--- config.mk ---
export PLATFORM = sky130hd
export DESIGN_NAME = crc_engine_flat
export DESIGN_NICKNAME = d
export VERILOG_FILES = /design/src/rtl/crc_pkg.sv /design/src/rtl/crc_engine_if.sv /design/src/rtl/crc_lfsr.sv /design/src/rtl/crc_engine.sv /design/src/flat_wrapper.sv
export SDC_FILE = /design/constraint.sdc
export NUM_CORES = 1
export LEC_CHECK = 0
export CELL_PAD_IN_SITES_DETAIL_PLACEMENT = 1
export CELL_PAD_IN_SITES_GLOBAL_PLACEMENT = 1
export CORE_MARGIN = 3
export CORE_UTILIZATION = 40
export CTS_BUF_LIST = sky130_fd_sc_hd__clkbuf_8
export DETAILED_ROUTE_END_ITERATION = 10
export MAX_ROUTING_LAYER = met4
export PLACE_DENSITY = 0.95
export SETUP_SLACK_MARGIN = 0.1
export SYNTH_ARGS = -nofsm -noshare
export SYNTH_HDL_FRONTEND = slang
export SYNTH_SLANG_ARGS = --single-unit
--- constraint.sdc ---
create_clock -name clk -period 3.1 [get_ports clk]
set_input_delay 0.62 -clock clk [delete_from_list [all_inputs] [get_ports clk]]
set_output_delay 0.62 -clock clk [all_outputs]
set_load 0.05 [all_outputs]
--- src/rtl/crc_pkg.sv ---
`default_nettype none
// ============================================================================
// Module   : crc_pkg
// Purpose  : Shared FSM encoding, BLE CRC constants and the LFSR step function.
// Revision : 1.0 - initial release
// ============================================================================
package crc_pkg;

    localparam int C_CRC_MAX_W = 32;

    typedef logic [1:0] crc_fsm_t;
    localparam crc_fsm_t C_ST_IDLE   = 2'd0;
    localparam crc_fsm_t C_ST_DATA   = 2'd1;
    localparam crc_fsm_t C_ST_APPEND = 2'd2;

    localparam logic [23:0] BLE_CRC_POLY     = 24'h00065B;
    localparam logic [23:0] BLE_ADV_CRC_INIT = 24'h555555;

    // Operands are MSB-aligned in a C_CRC_MAX_W vector so one function serves any W <= 32.
    function automatic logic [C_CRC_MAX_W-1:0] crc_step(
        input logic [C_CRC_MAX_W-1:0] state,
        input logic                   data_bit,
        input logic [C_CRC_MAX_W-1:0] poly
    );
        logic fb;
        fb       = state[C_CRC_MAX_W-1] ^ data_bit;
        crc_step = {state[C_CRC_MAX_W-2:0], 1'b0} ^ (fb ? poly : '0);
    endfunction

endpackage
`default_nettype wire

--- src/rtl/crc_engine_if.sv ---
`default_nettype none
// ============================================================================
// Module   : crc_engine_if
// Purpose  : Bit-stream, control and status bundle of the CRC engine.
// Revision : 1.0 - initial release
// ============================================================================
interface crc_engine_if #(
    parameter int W = 24
);
    logic [W-1:0] crc_state_init_bit;
    logic         crc_state_init_bit_load;
    logic         mode;
    logic         info_bit;
    logic         info_bit_valid;
    logic         info_bit_valid_last;
    logic         info_bit_ready;
    logic         info_bit_after_crc;
    logic         info_bit_after_crc_valid;
    logic         info_bit_after_crc_valid_last;
    logic         crc_check_done;
    logic         crc_check_ok;
    logic [W-1:0] crc_state;

    modport master (
        output crc_state_init_bit, crc_state_init_bit_load, mode,
               info_bit, info_bit_valid, info_bit_valid_last,
        input  info_bit_ready, info_bit_after_crc, info_bit_after_crc_valid,
               info_bit_after_crc_valid_last, crc_check_done, crc_check_ok, crc_state
    );

    modport slave (
        input  crc_state_init_bit, crc_state_init_bit_load, mode,
               info_bit, info_bit_valid, info_bit_valid_last,
        output info_bit_ready, info_bit_after_crc, info_bit_after_crc_valid,
               info_bit_after_crc_valid_last, crc_check_done, crc_check_ok, crc_state
    );
endinterface
`default_nettype wire

--- src/rtl/crc_lfsr.sv ---
`default_nettype none
// ============================================================================
// Module   : crc_lfsr
// Purpose  : W-bit CRC register with load, data-fed step and zero-fed shift-out.
// Revision : 1.0 - initial release
// ============================================================================
module crc_lfsr
    import crc_pkg::*;
#(
    parameter int           W        = 24,
    parameter logic [W-1:0] CRC_POLY = W'(BLE_CRC_POLY)
)(
    input  wire          clk,
    input  wire          rst,
    input  wire          i_load,
    input  wire  [W-1:0] i_init,
    input  wire          i_step,
    input  wire          i_data_bit,
    input  wire          i_shift,
    output logic [W-1:0] o_state,
    output logic [W-1:0] o_state_next
);

    localparam int                     c_pad     = C_CRC_MAX_W - W;
    localparam logic [C_CRC_MAX_W-1:0] c_poly_al = C_CRC_MAX_W'(CRC_POLY) << c_pad;

    logic [W-1:0]           r_state;
    logic [C_CRC_MAX_W-1:0] w_state_al;
    logic [C_CRC_MAX_W-1:0] w_step_al;

    assign w_state_al   = C_CRC_MAX_W'(r_state) << c_pad;
    assign w_step_al    = crc_step(w_state_al, i_data_bit, c_poly_al);
    assign o_state_next = W'(w_step_al >> c_pad);
    assign o_state      = r_state;

    always_ff @(posedge clk or posedge rst) begin
        if (rst) begin
            r_state <= '0;
        end else if (i_load) begin
            r_state <= i_init;
        end else if (i_step) begin
            r_state <= o_state_next;
        end else if (i_shift) begin
            r_state <= {r_state[W-2:0], 1'b0};
        end
    end

endmodule
`default_nettype wire

--- src/rtl/crc_engine.sv ---
`default_nettype none
// ============================================================================
// Module   : crc_engine
// Purpose  : Bit-serial CRC generator/appender and checker with paced CRC output.
// Revision : 1.0 - initial release
// ============================================================================
module crc_engine
    import crc_pkg::*;
#(
    parameter int                             CRC_STATE_BIT_WIDTH = 24,
    parameter logic [CRC_STATE_BIT_WIDTH-1:0] CRC_POLY            = CRC_STATE_BIT_WIDTH'(BLE_CRC_POLY),
    parameter int                             APPEND_GAP          = 16
)(
    input wire          clk,
    input wire          rst,
    crc_engine_if.slave bus
);

    localparam int                   c_w          = CRC_STATE_BIT_WIDTH;
    localparam int                   c_gap_w      = $clog2(APPEND_GAP + 1);
    localparam int                   c_bit_w      = $clog2(c_w + 1);
    localparam logic [c_gap_w-1:0]   c_gap_reload = c_gap_w'(APPEND_GAP - 1);
    localparam logic [c_bit_w-1:0]   c_bit_last   = c_bit_w'(c_w - 1);

    crc_fsm_t            r_fsm;
    crc_fsm_t            w_fsm_next;
    logic                r_mode;
    logic [c_gap_w-1:0]  r_gap_cnt;
    logic [c_bit_w-1:0]  r_bit_cnt;
    logic                r_out_bit;
    logic                r_out_valid;
    logic                r_out_last;
    logic                r_done;
    logic                r_ok;
    logic [c_w-1:0]      w_state;
    logic [c_w-1:0]      w_state_next;
    logic                w_ready;
    logic                w_accept;
    logic                w_accept_last;
    logic                w_check_end;
    logic                w_enter_append;
    logic                w_emit;
    logic                w_emit_last;

    crc_lfsr #(
        .W        (c_w),
        .CRC_POLY (CRC_POLY)
    ) u_lfsr (
        .clk          (clk),
        .rst          (rst),
        .i_load       (bus.crc_state_init_bit_load),
        .i_init       (bus.crc_state_init_bit),
        .i_step       (w_accept),
        .i_data_bit   (bus.info_bit),
        .i_shift      (w_emit),
        .o_state      (w_state),
        .o_state_next (w_state_next)
    );

    always_ff @(posedge clk or posedge rst) begin
        if (rst) begin
            r_fsm <= C_ST_IDLE;
        end else begin
            r_fsm <= w_fsm_next;
        end
    end

    // A load restarts the frame from any state, aborting whatever was in flight.
    always_comb begin
        w_fsm_next = r_fsm;
        if (bus.crc_state_init_bit_load) begin
            w_fsm_next = C_ST_DATA;
        end else begin
            case (r_fsm)
                C_ST_IDLE:   w_fsm_next = C_ST_IDLE;
                C_ST_DATA:   if (w_accept_last) w_fsm_next = r_mode ? C_ST_IDLE : C_ST_APPEND;
                C_ST_APPEND: if (w_emit_last)   w_fsm_next = C_ST_IDLE;
                default:     w_fsm_next = C_ST_IDLE;
            endcase
        end
    end

    always_comb begin
        w_ready        = (r_fsm == C_ST_DATA);
        w_accept       = w_ready && bus.info_bit_valid && !bus.crc_state_init_bit_load;
        w_accept_last  = w_accept && bus.info_bit_valid_last;
        w_check_end    = w_accept_last && r_mode;
        w_enter_append = w_accept_last && !r_mode;
        w_emit         = (r_fsm == C_ST_APPEND) && (r_gap_cnt == '0) && !bus.crc_state_init_bit_load;
        w_emit_last    = w_emit && (r_bit_cnt == c_bit_last);
    end

    // Gap counter is preloaded so the first CRC bit lands APPEND_GAP cycles after the last echo.
    always_ff @(posedge clk or posedge rst) begin
        if (rst) begin
            r_mode    <= 1'b0;
            r_gap_cnt <= '0;
            r_bit_cnt <= '0;
        end else begin
            if (bus.crc_state_init_bit_load) begin
                r_mode <= bus.mode;
            end
            if (bus.crc_state_init_bit_load || w_enter_append) begin
                r_gap_cnt <= c_gap_reload;
                r_bit_cnt <= '0;
            end else if (r_fsm == C_ST_APPEND) begin
                if (r_gap_cnt == '0) begin
                    r_gap_cnt <= c_gap_reload;
                    r_bit_cnt <= r_bit_cnt + 1'b1;
                end else begin
                    r_gap_cnt <= r_gap_cnt - 1'b1;
                end
            end
        end
    end

    always_ff @(posedge clk or posedge rst) begin
        if (rst) begin
            r_out_bit   <= 1'b0;
            r_out_valid <= 1'b0;
            r_out_last  <= 1'b0;
            r_done      <= 1'b0;
            r_ok        <= 1'b0;
        end else if (bus.crc_state_init_bit_load) begin
            r_out_valid <= 1'b0;
            r_out_last  <= 1'b0;
            r_done      <= 1'b0;
            r_ok        <= 1'b0;
        end else if (w_accept) begin
            r_out_bit   <= bus.info_bit;
            r_out_valid <= 1'b1;
            r_out_last  <= w_check_end;
            r_done      <= w_check_end;
            if (w_check_end) begin
                r_ok <= (w_state_next == '0);
            end
        end else if (w_emit) begin
            r_out_bit   <= w_state[c_w-1];
            r_out_valid <= 1'b1;
            r_out_last  <= w_emit_last;
            r_done      <= 1'b0;
        end else begin
            r_out_valid <= 1'b0;
            r_out_last  <= 1'b0;
            r_done      <= 1'b0;
        end
    end

    assign bus.info_bit_ready                = w_ready;
    assign bus.info_bit_after_crc            = r_out_bit;
    assign bus.info_bit_after_crc_valid      = r_out_valid;
    assign bus.info_bit_after_crc_valid_last = r_out_last;
    assign bus.crc_check_done                = r_done;
    assign bus.crc_check_ok                  = r_ok;
    assign bus.crc_state                     = w_state;

endmodule
`default_nettype wire

--- src/flat_wrapper.sv ---
// flat-port wrapper written by rule: the top's interface ports become plain ports
module crc_engine_flat import crc_pkg::*;
#(
    parameter int                             CRC_STATE_BIT_WIDTH = 24,
    parameter logic [CRC_STATE_BIT_WIDTH-1:0] CRC_POLY            = CRC_STATE_BIT_WIDTH'(BLE_CRC_POLY),
    parameter int                             APPEND_GAP          = 16
)
  (clk, rst, bus_crc_state_init_bit, bus_crc_state_init_bit_load, bus_mode, bus_info_bit, bus_info_bit_valid, bus_info_bit_valid_last, bus_info_bit_ready, bus_info_bit_after_crc, bus_info_bit_after_crc_valid, bus_info_bit_after_crc_valid_last, bus_crc_check_done, bus_crc_check_ok, bus_crc_state);
  crc_engine_if #(.W(24)) bus_i ();
  input wire clk;
  input wire rst;
  input wire logic [$bits(bus_i.crc_state_init_bit)-1:0] bus_crc_state_init_bit;
  input wire logic [$bits(bus_i.crc_state_init_bit_load)-1:0] bus_crc_state_init_bit_load;
  input wire logic [$bits(bus_i.mode)-1:0] bus_mode;
  input wire logic [$bits(bus_i.info_bit)-1:0] bus_info_bit;
  input wire logic [$bits(bus_i.info_bit_valid)-1:0] bus_info_bit_valid;
  input wire logic [$bits(bus_i.info_bit_valid_last)-1:0] bus_info_bit_valid_last;
  output wire logic [$bits(bus_i.info_bit_ready)-1:0] bus_info_bit_ready;
  output wire logic [$bits(bus_i.info_bit_after_crc)-1:0] bus_info_bit_after_crc;
  output wire logic [$bits(bus_i.info_bit_after_crc_valid)-1:0] bus_info_bit_after_crc_valid;
  output wire logic [$bits(bus_i.info_bit_after_crc_valid_last)-1:0] bus_info_bit_after_crc_valid_last;
  output wire logic [$bits(bus_i.crc_check_done)-1:0] bus_crc_check_done;
  output wire logic [$bits(bus_i.crc_check_ok)-1:0] bus_crc_check_ok;
  output wire logic [$bits(bus_i.crc_state)-1:0] bus_crc_state;
  assign bus_i.crc_state_init_bit = bus_crc_state_init_bit;
  assign bus_i.crc_state_init_bit_load = bus_crc_state_init_bit_load;
  assign bus_i.mode = bus_mode;
  assign bus_i.info_bit = bus_info_bit;
  assign bus_i.info_bit_valid = bus_info_bit_valid;
  assign bus_i.info_bit_valid_last = bus_info_bit_valid_last;
  assign bus_info_bit_ready = bus_i.info_bit_ready;
  assign bus_info_bit_after_crc = bus_i.info_bit_after_crc;
  assign bus_info_bit_after_crc_valid = bus_i.info_bit_after_crc_valid;
  assign bus_info_bit_after_crc_valid_last = bus_i.info_bit_after_crc_valid_last;
  assign bus_crc_check_done = bus_i.crc_check_done;
  assign bus_crc_check_ok = bus_i.crc_check_ok;
  assign bus_crc_state = bus_i.crc_state;
  crc_engine #(.CRC_STATE_BIT_WIDTH(CRC_STATE_BIT_WIDTH), .CRC_POLY(CRC_POLY), .APPEND_GAP(APPEND_GAP)) u_core (.clk(clk), .rst(rst), .bus(bus_i));
endmodule
After elaboration in Yosys (flattened, before gate mapping):

Cells that the tools add are included.

* memory bits (writable): 0
* ROM bits: 0
* latch bits: 0
* output and inout port bits: 30
* memories: 0
* input port bits: 31
* register bits after elaboration: 42

* shift operators: 0
* equal/unequal tests: 5
* div/mod/pow operators: 0
* bitwise gates (word level): 3
* mux-type cells: 28
* add/subtract/negate cells: 2
* multiply operators: 0
* reductions and logical operators: 23
* $lt $le $gt $ge: 0

Operator list (count)
* $mux 24: 3
* $xor 32x19->32: 1
* $mux 5: 6
* $logic_not 24->1: 1
* $mux 19: 1
* $mux 1: 13
* $reduce_bool 2->1: 5
* $logic_and 1x1->1: 8
* $mux 2: 4
* $reduce_and 2->1: 4
* $ne 3x2->1 const B: 2
* $add 5x1->5 const B: 1
* $eq 5x5->1 const B: 1
* $logic_not 5->1: 1
* $sub 5x1->5 const B: 1
* $pmux 2 s2: 1
* $reduce_bool 3->1: 1
* $eq 2x1->1 const B: 1
* $eq 2x2->1 const B: 1
* $logic_not 1->1: 2
* $logic_or 1x1->1: 1
* $not 1->1: 1
* $xor 1x1->1: 1

Logic depth before layout (Yosys ltp):

* depth in word-level cells: 8
* mapped depth: 8
* gate-level depth less buffers: 6

Cells and area by module:

Synthesis repeated with hierarchy kept, for this count alone.

* cell total of the unflattened synthesis: 245
* area total of the unflattened synthesis: 2401.1 sq um

By module, submodules not included
* crc_lfsr: area each 1443.9 sq um, times used 1, cells an instance 149, seq. area each 600.6 sq um
* crc_engine: area each 957.2 sq um, times used 1, cells an instance 96, seq. area each 450.4 sq um

Worst setup path after synthesis:

Ideal clock, no wire load.

* path type: reg2reg
* from: register u_core.u_lfsr.r_state[23] (netlist: u_core.u_lfsr.o_state[23])
* to: register u_core.r_ok (netlist: u_core.bus.crc_check_ok)
* buffers on the path: 1
* data arrival time: 2.224 ns
* slack: 0.781 ns
* cell stages (with the launch flop): 8
* setup time: 0.095 ns
* period minus slack after synthesis: 2.319 ns
* cells stage by stage: dfrtp_1 xnor2_1 buf_2 ha_1 nor4b_1 nand4_1 or4_1 o31ai_1

* word-level cells in the longest chain between the ends: 7

RTL lines
* start: declaration: RTL line crc_lfsr.sv:27 `logic [W-1:0] r_state;`
* start signal: assignment: RTL line crc_lfsr.sv:40 `r_state <= i_init;`
* start signal: assignment: RTL line crc_lfsr.sv:42 `r_state <= o_state_next;`
* start signal: assignment: RTL line crc_lfsr.sv:44 `r_state <= {r_state[W-2:0], 1'b0};`
* $xor 1x1->1: RTL line crc_pkg.sv:26 `fb = state[C_CRC_MAX_W-1] ^ data_bit;`
* $mux 19: RTL line crc_pkg.sv:27 `crc_step = {state[C_CRC_MAX_W-2:0], 1'b0} ^ (fb ? poly : '0);`
* $xor 32x19->32: RTL line crc_pkg.sv:27
* $logic_not 24->1: RTL line crc_engine.sv:135 `r_ok <= (w_state_next == '0);`
* $mux 1: RTL line crc_engine.sv:134 `if (w_check_end) begin`
* $mux 1: RTL line crc_engine.sv:129 `end else if (w_accept) begin`
* $mux 1: RTL line crc_engine.sv:124 `end else if (bus.crc_state_init_bit_load) begin`
* end signal: assignment: RTL line crc_engine.sv:135
* end: declaration: RTL line crc_engine.sv:34 `logic r_ok;`

Every way passes these cells. The select of a mux whose other input is x is not followed.
A chain may end at the register's enable or synchronous reset.

Worst setup path after layout:

* from: register u_core.r_fsm[0]
* to: output bus_info_bit_ready

* word-level cells in the longest chain between the ends: 1

RTL lines
* start: declaration: RTL line crc_engine.sv:25 `crc_fsm_t r_fsm;`
* start signal: assignment: RTL line crc_engine.sv:64 `r_fsm <= w_fsm_next;`
* $eq 2x1->1: RTL line crc_engine.sv:84 `w_ready = (r_fsm == C_ST_DATA);`
* end: declaration: RTL line flat_wrapper.sv:18 `output wire logic [$bits(bus_i.info_bit_ready)-1:0] bus_info_bit_ready;`

Every way passes these cells.

==> summary.txt <==
Clock network
  – CTS Hold Bufs: 0
  – Num Clock Sinks: between 40 and 50
  – CTS tree: yes
  – Post_cts resized: 0
  – CTS buffer count: 5
  – Post-CTS setup buffer count: 0
  – Clock transition at path regs: 0.08 ns
  – CTS HTree Levels: 2
  – Clock Path Buffers: 2
  – CTS Root Buffer Type: clkbuf_8
  – Clock latency on the worst-skew pair: 0.30 ns

STA
  – Setup TNS: 0 ns
  – Clock skew: about 0.0057 ns
  – Tcrit/Tclk final: 78.5%
  – Max Fclk: approximately 0.4 GHz
  – Worst-Margin Slew: 0.768 ns
  – Finish-stage setup viols: 0
  – Max-slew violations: 0
  – Unrepaired setup endpoints after global routing: no
  – Final hold violation count: 0
  – Final min period: 2.43 ns
  – WHS: 0.528 ns
  – Relative slew margins: 48.5%

Synth
  – YS warnings: 0
  – Synth Net Count: 279
  – Avg Cell Area, Syn: 9.04 sq um
  – Number of synthesized register bits: 42
  – Cells after synthesis: 245
  – Post-synthesis sequential area ratio: 47.4%
  – Post-Syn Area: approximately 2200 sq um
  – Main synth FF type: dfrtp_1
  – Synth unique cells: 40
  – Number of synthesized flops with an enable pin: 0
  – Async SR Flop Fraction: 100%

Routing
  – First DRT Iteration DRCs: between 100 and 150
  – Vias: ~2,000
  – Via-to-Cell Ratio: 5.41
  – WL/cell: 17.5 microns
  – Pre-antenna DRT Iters: 4
  – Drt total wl: 6490 microns
  – Drt drc: 0
  – ANT nets after route: 0

Worst setup path
  – Peak per-stage delay on the critical path: between 0.8 and 0.9 ns
  – Startpoint types: flop
  – Crit path max fanout: 6
  – Cell Chain, Critical Path: nor2b_1 -> clkdlybuf4s50_1
  – Kind of critical path: flop to output port
  – Worst path bufs/invs: 1
  – Cell family with most CP delay: buffers and inverters
  – Crit end category: output port
  – Arrival time at the worst endpoint: ~1.8 ns
  – Slowest CP cell: clkdlybuf4s50_1
  – Worst endpoint required time: 2.48 ns

Placement
  – Placed instance count: approximately 360
  – RePlAce Congestion: a little under 0.8
  – I/O Buffers: 60
  – Dpl hpwl: 4500 microns

Die
  – Chip Width: 80.4 microns
  – Chip height: 80.4 microns
  – Core Region: approximately 5200 sq um
  – Initial Util: 42.3%
  – # IOs: between 60 and 70
  – Rows: 26
  – Die area: approximately 6500 sq um

Finish
  – Area growth from synthesis to final layout: 32.1%
  – Nets: ~330
  – Share of cells above drive strength 1: under 10%
  – Commonest cells after routing, fill and taps aside: clkdlybuf4s50_1 (59), dfrtp_1 (42), a21oi_1 (37), nand2_1 (29), nor2b_1 (19)
  – Final Non-Filler Cells: 370
  – Ant diodes: 0
  – Commonest non-fill, non-tap cell in the layout: clkdlybuf4s50_1

Power
  – Leak Pwr: between 0.001 and 0.0015 uW
  – Worst VDD drop: 0.000280 V
  – PwrDens: between 500 and 600 nW/um^2

Outcome
  – Status: completed

Global routing
  – GR Overflow Total: 0
  – Gr usage total: between 20% and 30%
  – Initial antenna violation count: 0
  – Global-route wire length before repair: around 11,000 microns
  – Vias in the first global route: between 2,000 and 2,500
  – Largest net degree at the start of global routing: 60

Job
  – Max cap viols: 0

Hold path
  – HP Class: flop to flop
-- final cells by class --
cell class                 count  area [sq um]
clock inverter                 2          8.76
inverter                       9          33.8
timing repair buffer          63           618
sequential                    42          1050
clock buffer                   6          82.6
multi-input combinational    178          1040
tap                           70          87.6
fill                         635          2310
-- cell usage after synthesis, types with 3 or more instances --
library cell | instances | share of area (%)
dfrtp_1 | 42 | 47
a21oi_1 | 37 | 8.4
nand2_1 | 29 | 4.9
nor2b_1 | 19 | 5.4
nor2_1 | 18 | 3.0
nor3_1 | 12 | 2.7
clkbuf_1 | 9 | 1.5
inv_1 | 9 | 1.5
o31ai_1 | 7 | 2.4
nor4_1 | 5 | 1.4
o21a_1 | 5 | 1.7
xnor2_1 | 5 | 2.0
nand4_1 | 4 | 1.1
a211oi_1 | 3 | 1.0
a31oi_1 | 3 | 0.85
ha_1 | 3 | 1.7
nand2b_1 | 3 | 0.85
-- path summary, 6_finish.rpt --
kind,startpoint,to,slack (ns),depth (start not counted)
max in group asynchronous,rst,u_core.u_lfsr.o_state[22]$_DFFE_PP0P_,1.72,3
setup reg to reg,u_core.u_lfsr.o_state[23]$_DFFE_PP0P_,u_core.bus.crc_check_ok$_DFFE_PP0P_,1.04,6
hold / removal,u_core.r_gap_cnt[3]$_DFFE_PP0P_,u_core.r_gap_cnt[3]$_DFFE_PP0P_,0.53,2
min in group asynchronous,rst,u_core.r_gap_cnt[1]$_DFFE_PP0P_,0.67,2
setup / recovery,u_core.r_fsm[0]$_DFFE_PP0P_,bus_info_bit_ready,0.67,2
hold reg to reg,u_core.r_gap_cnt[3]$_DFFE_PP0P_,u_core.r_gap_cnt[3]$_DFFE_PP0P_,0.53,2
-- state kept, by name (all words and copies together), names as in the netlist --
| register | count |
|---|---|
| u_core.bus.crc_check_done | 1 |
| u_core.bus.crc_check_ok | 1 |
| u_core.bus.info_bit_after_crc | 1 |
| u_core.bus.info_bit_after_crc_valid | 1 |
| u_core.bus.info_bit_after_crc_valid_last | 1 |
| u_core.r_bit_cnt | 5 |
| u_core.r_fsm | 2 |
| u_core.r_gap_cnt | 5 |
| u_core.r_mode | 1 |
| u_core.u_lfsr.o_state | 24 |
-- report_power, final --
group          switching [uW]  internal (uW)  total [uW]
sequential               60.8            593         654
clock                     188            177         365
combinational             302            172         474
total                     551            942        1490
-- layer usage --
layer | wire length, microns | global-route usage (%)
met5 | 0 | -
met4 | 134 | 9.12
met3 | 293 | 3.48
met2 | 3230 | 36.3
met1 | 2840 | 28.0
-- worst reg2reg max path: stages, from the launching register on --
cell     delay [ns]
dfrtp_1        0.44
xnor2_1        0.23
ha_1           0.20
nor4b_1        0.29
nand4_1        0.12
or4_1          0.41
o31ai_1        0.27
-- stage by stage --
step | setup slack, ns | cell area [sq um] | total power, uW | utilization [%]
final | 0.667 | 2930 | 1490 | 55.9
after global routing | 0.517 | 2930 | 1570 | 55.9
after CTS | 0.648 | 2930 | 1500 | 55.9
after detailed placement | 0.357 | 2840 | 1140 | 54.1
after global placement | 0.592 | 2840 | 1120 | 54.1
after floorplan | 0.781 | 2220 | 955 | -
-- cell families (layout without fill, tap and decap cells) --
group           count (synthesis)  in the layout  synth area share [%]
simple gates                  103            103                  24.3
compound gates                 64             64                  17.9
flops                          42             42                  47.4
buf+inv                        25             80                  5.42
xor+xnor                        7              7                  2.77
fa+ha+maj                       3              3                  1.69
mux                             1              1                 0.452
(Power assumes the default switching activity.)
